### src/rtl/alu_pkg.sv
// Shared ALU types: NZVC flag layout and add/sub opcode.
package alu_pkg;

   typedef struct packed {
      logic n;
      logic z;
      logic v;
      logic c;
   } flags_t;

   typedef enum logic {
      OP_ADD = 1'b0,
      OP_SUB = 1'b1
   } op_e;

   localparam int FLAG_N = 3;
   localparam int FLAG_Z = 2;
   localparam int FLAG_V = 1;
   localparam int FLAG_C = 0;

endpackage

### src/rtl/addsub_chunk.sv
// Combinational CW-bit adder slice with carry-in, carry-out and carry into its MSB.
module addsub_chunk #(
   parameter int CW = 16
) (
   input  logic [CW-1:0] x,
   input  logic [CW-1:0] y,
   input  logic          cin,
   output logic [CW-1:0] sum,
   output logic          cout,
   output logic          cmsb
);

   logic [CW:0] full;

   assign full = {1'b0, x} + {1'b0, y} + {{CW{1'b0}}, cin};
   assign sum  = full[CW-1:0];
   assign cout = full[CW];
   // The MSB sum bit is x^y^carry_in, so the carry into it falls out by XOR.
   assign cmsb = x[CW-1] ^ y[CW-1] ^ sum[CW-1];

endmodule

### src/rtl/pipelined_addsub.sv
// Pipelined BITS-wide add/subtract: one CW-bit carry chunk per stage, NZVC flags, valid/ready at both ends.
module pipelined_addsub
   import alu_pkg::*;
#(
   parameter int BITS   = 64,
   parameter int STAGES = 4,
   parameter int TAG_W  = 4
) (
   input  logic             clk,
   input  logic             reset,
   input  logic             in_valid,
   output logic             in_ready,
   input  logic [BITS-1:0]  a,
   input  logic [BITS-1:0]  b,
   input  logic             sub,
   input  logic [TAG_W-1:0] in_tag,
   output logic             out_valid,
   input  logic             out_ready,
   output logic [BITS-1:0]  result,
   output logic [3:0]       flags,
   output logic [TAG_W-1:0] out_tag
);

   localparam int CW = BITS / STAGES;

   logic              cin0;
   logic [STAGES:0]   rdy;
   logic [STAGES-1:0] vld;
   logic [STAGES-1:0] src_vld;

   logic [BITS-1:0]  a_p     [STAGES];
   logic [BITS-1:0]  b_p     [STAGES];
   logic [BITS-1:0]  res_p   [STAGES];
   logic             cy_p    [STAGES];
   logic [TAG_W-1:0] tag_p   [STAGES];

   logic [BITS-1:0]  src_a   [STAGES];
   logic [BITS-1:0]  src_b   [STAGES];
   logic [BITS-1:0]  src_res [STAGES];
   logic             src_cy  [STAGES];
   logic [TAG_W-1:0] src_tag [STAGES];
   logic [BITS-1:0]  nxt_res [STAGES];
   logic [CW-1:0]    sum     [STAGES];
   logic             cout    [STAGES];
   logic             cmsb    [STAGES];

   flags_t flags_q;

   function automatic flags_t calc_flags(input logic [BITS-1:0] r,
                                         input logic c_msb,
                                         input logic c_out);
      flags_t f;
      f.n = r[BITS-1];
      f.z = (r == '0);
      f.v = c_msb ^ c_out;
      f.c = c_out;
      return f;
   endfunction

   assign cin0 = (op_e'(sub) == OP_SUB);

   always_comb begin
      rdy = '0;
      rdy[STAGES] = out_ready;
      for (int k = STAGES - 1; k >= 0; k--) begin
         rdy[k] = !vld[k] || rdy[k+1];
      end
   end

   for (genvar k = 0; k < STAGES; k++) begin : g_stage
      if (k == 0) begin : g_head
         assign src_vld[k] = in_valid;
         assign src_a[k]   = a;
         assign src_b[k]   = cin0 ? ~b : b;
         assign src_res[k] = '0;
         assign src_cy[k]  = cin0;
         assign src_tag[k] = in_tag;
      end else begin : g_body
         assign src_vld[k] = vld[k-1];
         assign src_a[k]   = a_p[k-1];
         assign src_b[k]   = b_p[k-1];
         assign src_res[k] = res_p[k-1];
         assign src_cy[k]  = cy_p[k-1];
         assign src_tag[k] = tag_p[k-1];
      end

      addsub_chunk #(.CW(CW)) u_chunk (
         .x    (src_a[k][k*CW +: CW]),
         .y    (src_b[k][k*CW +: CW]),
         .cin  (src_cy[k]),
         .sum  (sum[k]),
         .cout (cout[k]),
         .cmsb (cmsb[k])
      );
   end

   always_comb begin
      for (int k = 0; k < STAGES; k++) begin
         nxt_res[k] = src_res[k];
         nxt_res[k][k*CW +: CW] = sum[k];
      end
   end

   // Data moves only on a transfer into a stage; valid bits follow the ready chain.
   always_ff @(posedge clk) begin
      for (int k = 0; k < STAGES; k++) begin
         if (rdy[k] && src_vld[k]) begin
            a_p[k]   <= src_a[k];
            b_p[k]   <= src_b[k];
            res_p[k] <= nxt_res[k];
            cy_p[k]  <= cout[k];
            tag_p[k] <= src_tag[k];
         end
      end
      if (rdy[STAGES-1] && src_vld[STAGES-1]) begin
         flags_q <= calc_flags(nxt_res[STAGES-1], cmsb[STAGES-1], cout[STAGES-1]);
      end
      if (!reset) begin
         vld               <= '0;
         res_p[STAGES-1]   <= '0;
         tag_p[STAGES-1]   <= '0;
         flags_q           <= '0;
      end else begin
         for (int k = 0; k < STAGES; k++) begin
            if (rdy[k]) vld[k] <= src_vld[k];
         end
      end
   end

   assign in_ready  = rdy[0];
   assign out_valid = vld[STAGES-1];
   assign result    = res_p[STAGES-1];
   assign out_tag   = tag_p[STAGES-1];
   assign flags     = flags_q;

endmodule
### config.mk
export PLATFORM = sky130hd
export DESIGN_NAME = pipelined_addsub
export DESIGN_NICKNAME = d
export VERILOG_FILES = /design/src/rtl/alu_pkg.sv /design/src/rtl/addsub_chunk.sv /design/src/rtl/pipelined_addsub.sv
export SDC_FILE = /design/constraint.sdc
export NUM_CORES = 1
export LEC_CHECK = 0
export ABC_AREA = 1
export ABC_CLOCK_PERIOD_IN_PS = 14100
export CAP_MARGIN = 0
export CORE_MARGIN = 3
export CORE_UTILIZATION = 60
export CTS_BUF_LIST = sky130_fd_sc_hd__clkbuf_8
export CTS_CLUSTER_DIAMETER = 60
export CTS_CLUSTER_SIZE = 12
export DETAILED_ROUTE_END_ITERATION = 6
export HOLD_SLACK_MARGIN = 0.05
export PLACE_DENSITY = 0.85
export SLEW_MARGIN = 5
export SYNTH_ARGS = -nofsm -noshare
export SYNTH_HDL_FRONTEND = slang
export SYNTH_HIERARCHICAL = 1
export SYNTH_SLANG_ARGS = --single-unit
### constraint.sdc
create_clock -name clk -period 14.1 [get_ports clk]
set_input_delay 2.115 -clock clk [delete_from_list [all_inputs] [get_ports clk]]
set_output_delay 2.115 -clock clk [all_outputs]
set_load 0.05 [all_outputs]
# Word-level counts from Yosys, hierarchy flattened
# Memory sizes are Yosys's and may differ from the RTL's.
# Index checks and enable logic that the tools add are counted.
[totals]
mem_bits_rw = 788
n_memories = 5
output_inout_bits = 74
ff_bits = 8
elab_cells = 52
inputBits = 137
[op_classes]
n_bitwise = 6
n_reduce_logical = 13
muxes = 12
n_addsub = 8
[memory_table]
columns = ["name", "words", "word_bits", "read_ports", "rd_clocked_by_memory_dff", "write_ports", "line", "rtl"]
rows = [
  ["a_p", 4, 64, 3, 0, 4, "pipelined_addsub.sv:31", "logic [BITS-1:0] a_p [STAGES];"],
  ["b_p", 4, 64, 3, 0, 4, "pipelined_addsub.sv:32", "logic [BITS-1:0] b_p [STAGES];"],
  ["res_p", 4, 64, 4, 0, 4, "pipelined_addsub.sv:33", "logic [BITS-1:0] res_p [STAGES];"],
  ["tag_p", 4, 4, 4, 0, 4, "pipelined_addsub.sv:35", "logic [TAG_W-1:0] tag_p [STAGES];"],
  ["cy_p", 4, 1, 3, 0, 4, "pipelined_addsub.sv:34", "logic cy_p [STAGES];"],
]
[ops]
columns = ["cell", "n"]
rows = [
  ["2-to-1 mux 64 bit", 2],
  ["adder 16 x 16 -> 17 bit", 4],
  ["adder 17 x 1 -> 17 bit", 4],
  ["logical NOT 64 bit", 1],
  ["NOT 64 bit", 1],
  ["2-to-1 mux 1 bit", 9],
  ["logical AND 1 bit", 4],
  ["logical NOT 1 bit", 4],
  ["logical OR 1 bit", 4],
  ["2-to-1 mux 4 bit", 1],
  ["XOR 1 bit", 3],
  ["bitwise OR 1 bit", 2],
]

# Logic depth before layout (Yosys ltp)
[depth]
ltp_word = 8
mapped_depth = 16
ltp_nobuf = 16

# Cells and area by module
# The synthesis kept the hierarchy.
[by_module_without_submodules]
columns = ["module", "n_inst", "cells_each", "seq_area_each_um2", "area_per_inst_um2"]
rows = [
  ["pipelined_addsub", 1, 687, 11300.8, 12913.6],
  ["addsub_chunk (g_stage[0].u_chunk ...)", 2, 184, 0.0, 970.9],
  ["addsub_chunk (g_stage[3].u_chunk)", 1, 188, 0.0, 980.9],
  ["addsub_chunk (g_stage[2].u_chunk)", 1, 184, 0.0, 955.9],
]

# Least setup slack after synthesis
# Ideal clock, no wire load.
[synth_timing]
path_type = "in2reg"
startpoint = "input out_ready"
endpoint = "memory a_p[0][16], enable pin"
setup_time_ns = 0.631
stages = 4
required_time_ns = 13.469
arrival_time_ns = 7.907
slack_ns = 5.562
n_path_buf = 0
cell_sequence = "nor2_4 -> nand2_4 -> nor2_4 -> a21oi_1"
[synth_rtl]
columns = ["item", "line", "rtl"]
rows = [
  ["from (decl)", "pipelined_addsub.sv:18", "input logic out_ready,"],
  ["to (decl)", "pipelined_addsub.sv:31", ""],
]

# Worst setup path after layout
[layout_timing]
startpoint = "input out_ready"
endpoint = "output in_ready"
[layout_between]
elab_chain_cells = 4
[layout_lines]
columns = ["item", "line", "rtl"]
rows = [
  ["logical OR 1 bit (4 in series)", "pipelined_addsub.sv:66", "rdy[k] = !vld[k] || rdy[k+1];"],
  ["to (decl)", "pipelined_addsub.sv:12", "output logic in_ready,"],
]
# No other way between the ends.

==> results.yml <==
layout:
  fin_util: 0.731
  stdcell_count: 2056
  nNetsFinal: 1874
  final_area_mm2: 0.0199
  layout-drive-gt1-share: 0.0714
  area_growth_pct: 18.7
clock_network:
  clock_latency_ps: 540
  cts_setup_buffers: 0
  cts_max_path_buffers: 3
  hold_buffers: 0
  path_clk_slew_ps: 80
  root_buffer: "clkbuf_8"
  cts_buffers: 38
  cts_tree: "built"
  cts_max_level: 2
  ctsResizeCount: 0
  cts.sinks: 379
yosys:
  synth_area_mm2: 0.0168
  synth_edf_count: 371
  ys_seq_area_frac: 0.673
  syn_avg_cell_area_um2: 11.8
  ys.flop_type: "edfxtp_1"
  netlist_instances: 1427
  yosys.cell_types.count: 32
  yosysWarningCount: 6
  ys_async_sr_fraction: 0
  synth-seq-cells: 379
  synth.net_count: 1632
job:
  max_cap_viol_count: 0
drt:
  wl_mm: 30.2
  initialDrtViolationCount: 656
  drtAntennaViolNets: 0
  dr.pass1.iters: 5
  detail_route.wl_per_cell_um: 14.7
  vias_per_cell: 4.94
  drc: 0
  via_count: 10200
die:
  num_rows: 60
  die_h_um: 173
  fp.dieW_um: 173
  core_area_mm2: 0.0273
  die_area_mm2: 0.0300
  initial_core_util: 0.616
  io_pins: 211
global_route:
  grt_max_degree: 86
  grtUsageTotal: 0.202
  antenna_found_initial: 3
  grt_pass1_vias: 10100
  gr-total-overflow: 0
  grt_pass1_wl_mm: 48.8
sta:
  worst_pin_slew_ps: 1080
  tns_ps: 0
  rsz0062_at_grt: "no"
  layout_min_cycle_time_ps: 5930
  finalHoldViolCount: 0
  maxSlewHeadroom: 0.279
  max_freq_mhz: 168
  setup_violations: 0
  skew_ps: 27.0
  post-route-period-util: 0.421
  slew_viol_final: 0
pwr:
  power_frac_seq: 0.596
  power_frac_clock: 0.271
  p_int_mw: 1.71
  ir_drop_v: 0.0000697
  swShare: 0.240
  power_frac_comb: 0.133
  leakagePower_nw: 8.61
  p_per_area_mw_per_mm2: 113
  switchingPower_uw: 538
critical_path:
  cp_data_required_time_ps: 11980
  crit_fanout: 4
  critPathMaxStageDelay_ps: 700
  cp-start-kind: "primary input"
  timing.critical_path.cells: "clkdlybuf4s50_1 > nor2_4 > nand2_4 > nor2_4 > nand2_2 > clkdlybuf4s50_1"
  cp_data_arrival_time_ps: 3820
  cpMaxStageDelayCell: "clkdlybuf4s50_1"
  crit_type: "in -> out"
  cp-end-kind: "output pin"
place:
  hpwl_mm: 21.9
  routabilityCongestion: 0.877
  numPortBuffers: 210
  postPlaceCellArea_mm2: 0.0193
  dp.cells: 2001
outcome:
  status: "completed"
min_path:
  min-delay-path-class: "reg -> reg"
## area by class of cell
cell class,count,area [um^2]
Antenna cell,4,10.0
Clock buffer,42,578
Clock inverter,9,42.5
Fill cell,1816,7320
Inverter,234,882
Multi-Input combinational cell,799,4510
Sequential cell,379,11300
Tap cell,372,465
Timing Repair Buffer,217,2150
## flip-flops by register name, indices dropped and copies added, names as in the netlist
| signal | cells |
|---|---|
| b_p | 96 |
| flags | 4 |
| a_p | 96 |
| res_p | 160 |
| cy_p | 3 |
| tag_p | 16 |
| vld | 4 |
## metal layers
| metal | vias up | track usage | share of wire |
|---|---|---|---|
| met3 | 69 | 0.0318 | 0.049 |
| met1 | 4696 | 0.261 | 0.43 |
| met4 | 0 | 0.0750 | 0.032 |
| li1 | 5111 | - | - |
| met2 | 276 | 0.347 | 0.49 |
| met5 | - | 0 | 0 |
## path summary, 6_finish.rpt
check,startpoint,endpoint,slack [ps],cells after the start
worst max-delay path,out_ready,in_ready,8170,6
worst min-delay path,a_p[1][54],a_p[2][54],410,0
worst max register to register,b_p[2][48],flags[2],11420,16
worst min register to register,a_p[1][54],a_p[2][54],410,0
## cell usage in the layout (no fill, tap or decap), types with 7 or more instances in the layout
master,instances
buf_4,8
edfxtp_1,371
nand2_1,411
ha_1,60
clkbuf_8,42
dfxtp_1,8
nand2_2,22
xor2_1,89
nor3_2,8
a21oi_1,29
inv_2,14
fa_1,8
nor2_1,79
clkdlybuf4s50_1,208
nor3_1,7
nand3_1,38
inv_1,224
## critical path, delay by kind of cell
kind | cells | cell delay [ps]
buffers and inverters | 2 | 1140
AND/OR/NAND/NOR | 4 | 550
## stage by stage
step	worst slack (ps)	total power, mW	hold WS [ps]
6_report	8170	2.25	406
5_1_grt	8100	2.35	415
4_1_cts	8150	2.27	400
3_5_place_dp	8150	1.66	405
3_3_place_gp	8190	1.65	400
2_1_floorplan	5560	1.56	400
## cell families (layout without fill, tap and decap cells)
| kind of cell | Yosys count | count (layout) | synth area share |
|---|---|---|---|
| fa+ha+maj | 68 | 68 | 0.0542 |
| buf+inv | 249 | 502 | 0.0597 |
| simple gates | 598 | 598 | 0.151 |
| xor+xnor | 93 | 93 | 0.0485 |
| compound gates | 40 | 40 | 0.0136 |
| other cells | 0 | 4 | 0 |
| flops | 379 | 379 | 0.673 |
## power groups by stage
stage	Combinational (mW)	Clock, mW	Sequential (mW)
floorplan	0.163	0	1.40
CTS	0.301	0.628	1.34
global placement	0.291	0	1.36
global route	0.332	0.674	1.34
finish	0.299	0.608	1.34
detailed placement	0.299	0	1.37
## synthesized netlist by cell type (8+ instances only)
cell,number,area (um^2)
inv_1,220,826
xor2_1,89,780
dfxtp_1,8,160
nor2_1,79,297
edfxtp_1,371,11100
nor3_2,8,80.1
a21oi_1,30,150
nand3_1,38,190
inv_2,14,52.6
fa_1,8,160
ha_1,60,751
nand2_2,22,138
nand2_1,411,1540
(Power assumes the default switching activity.)
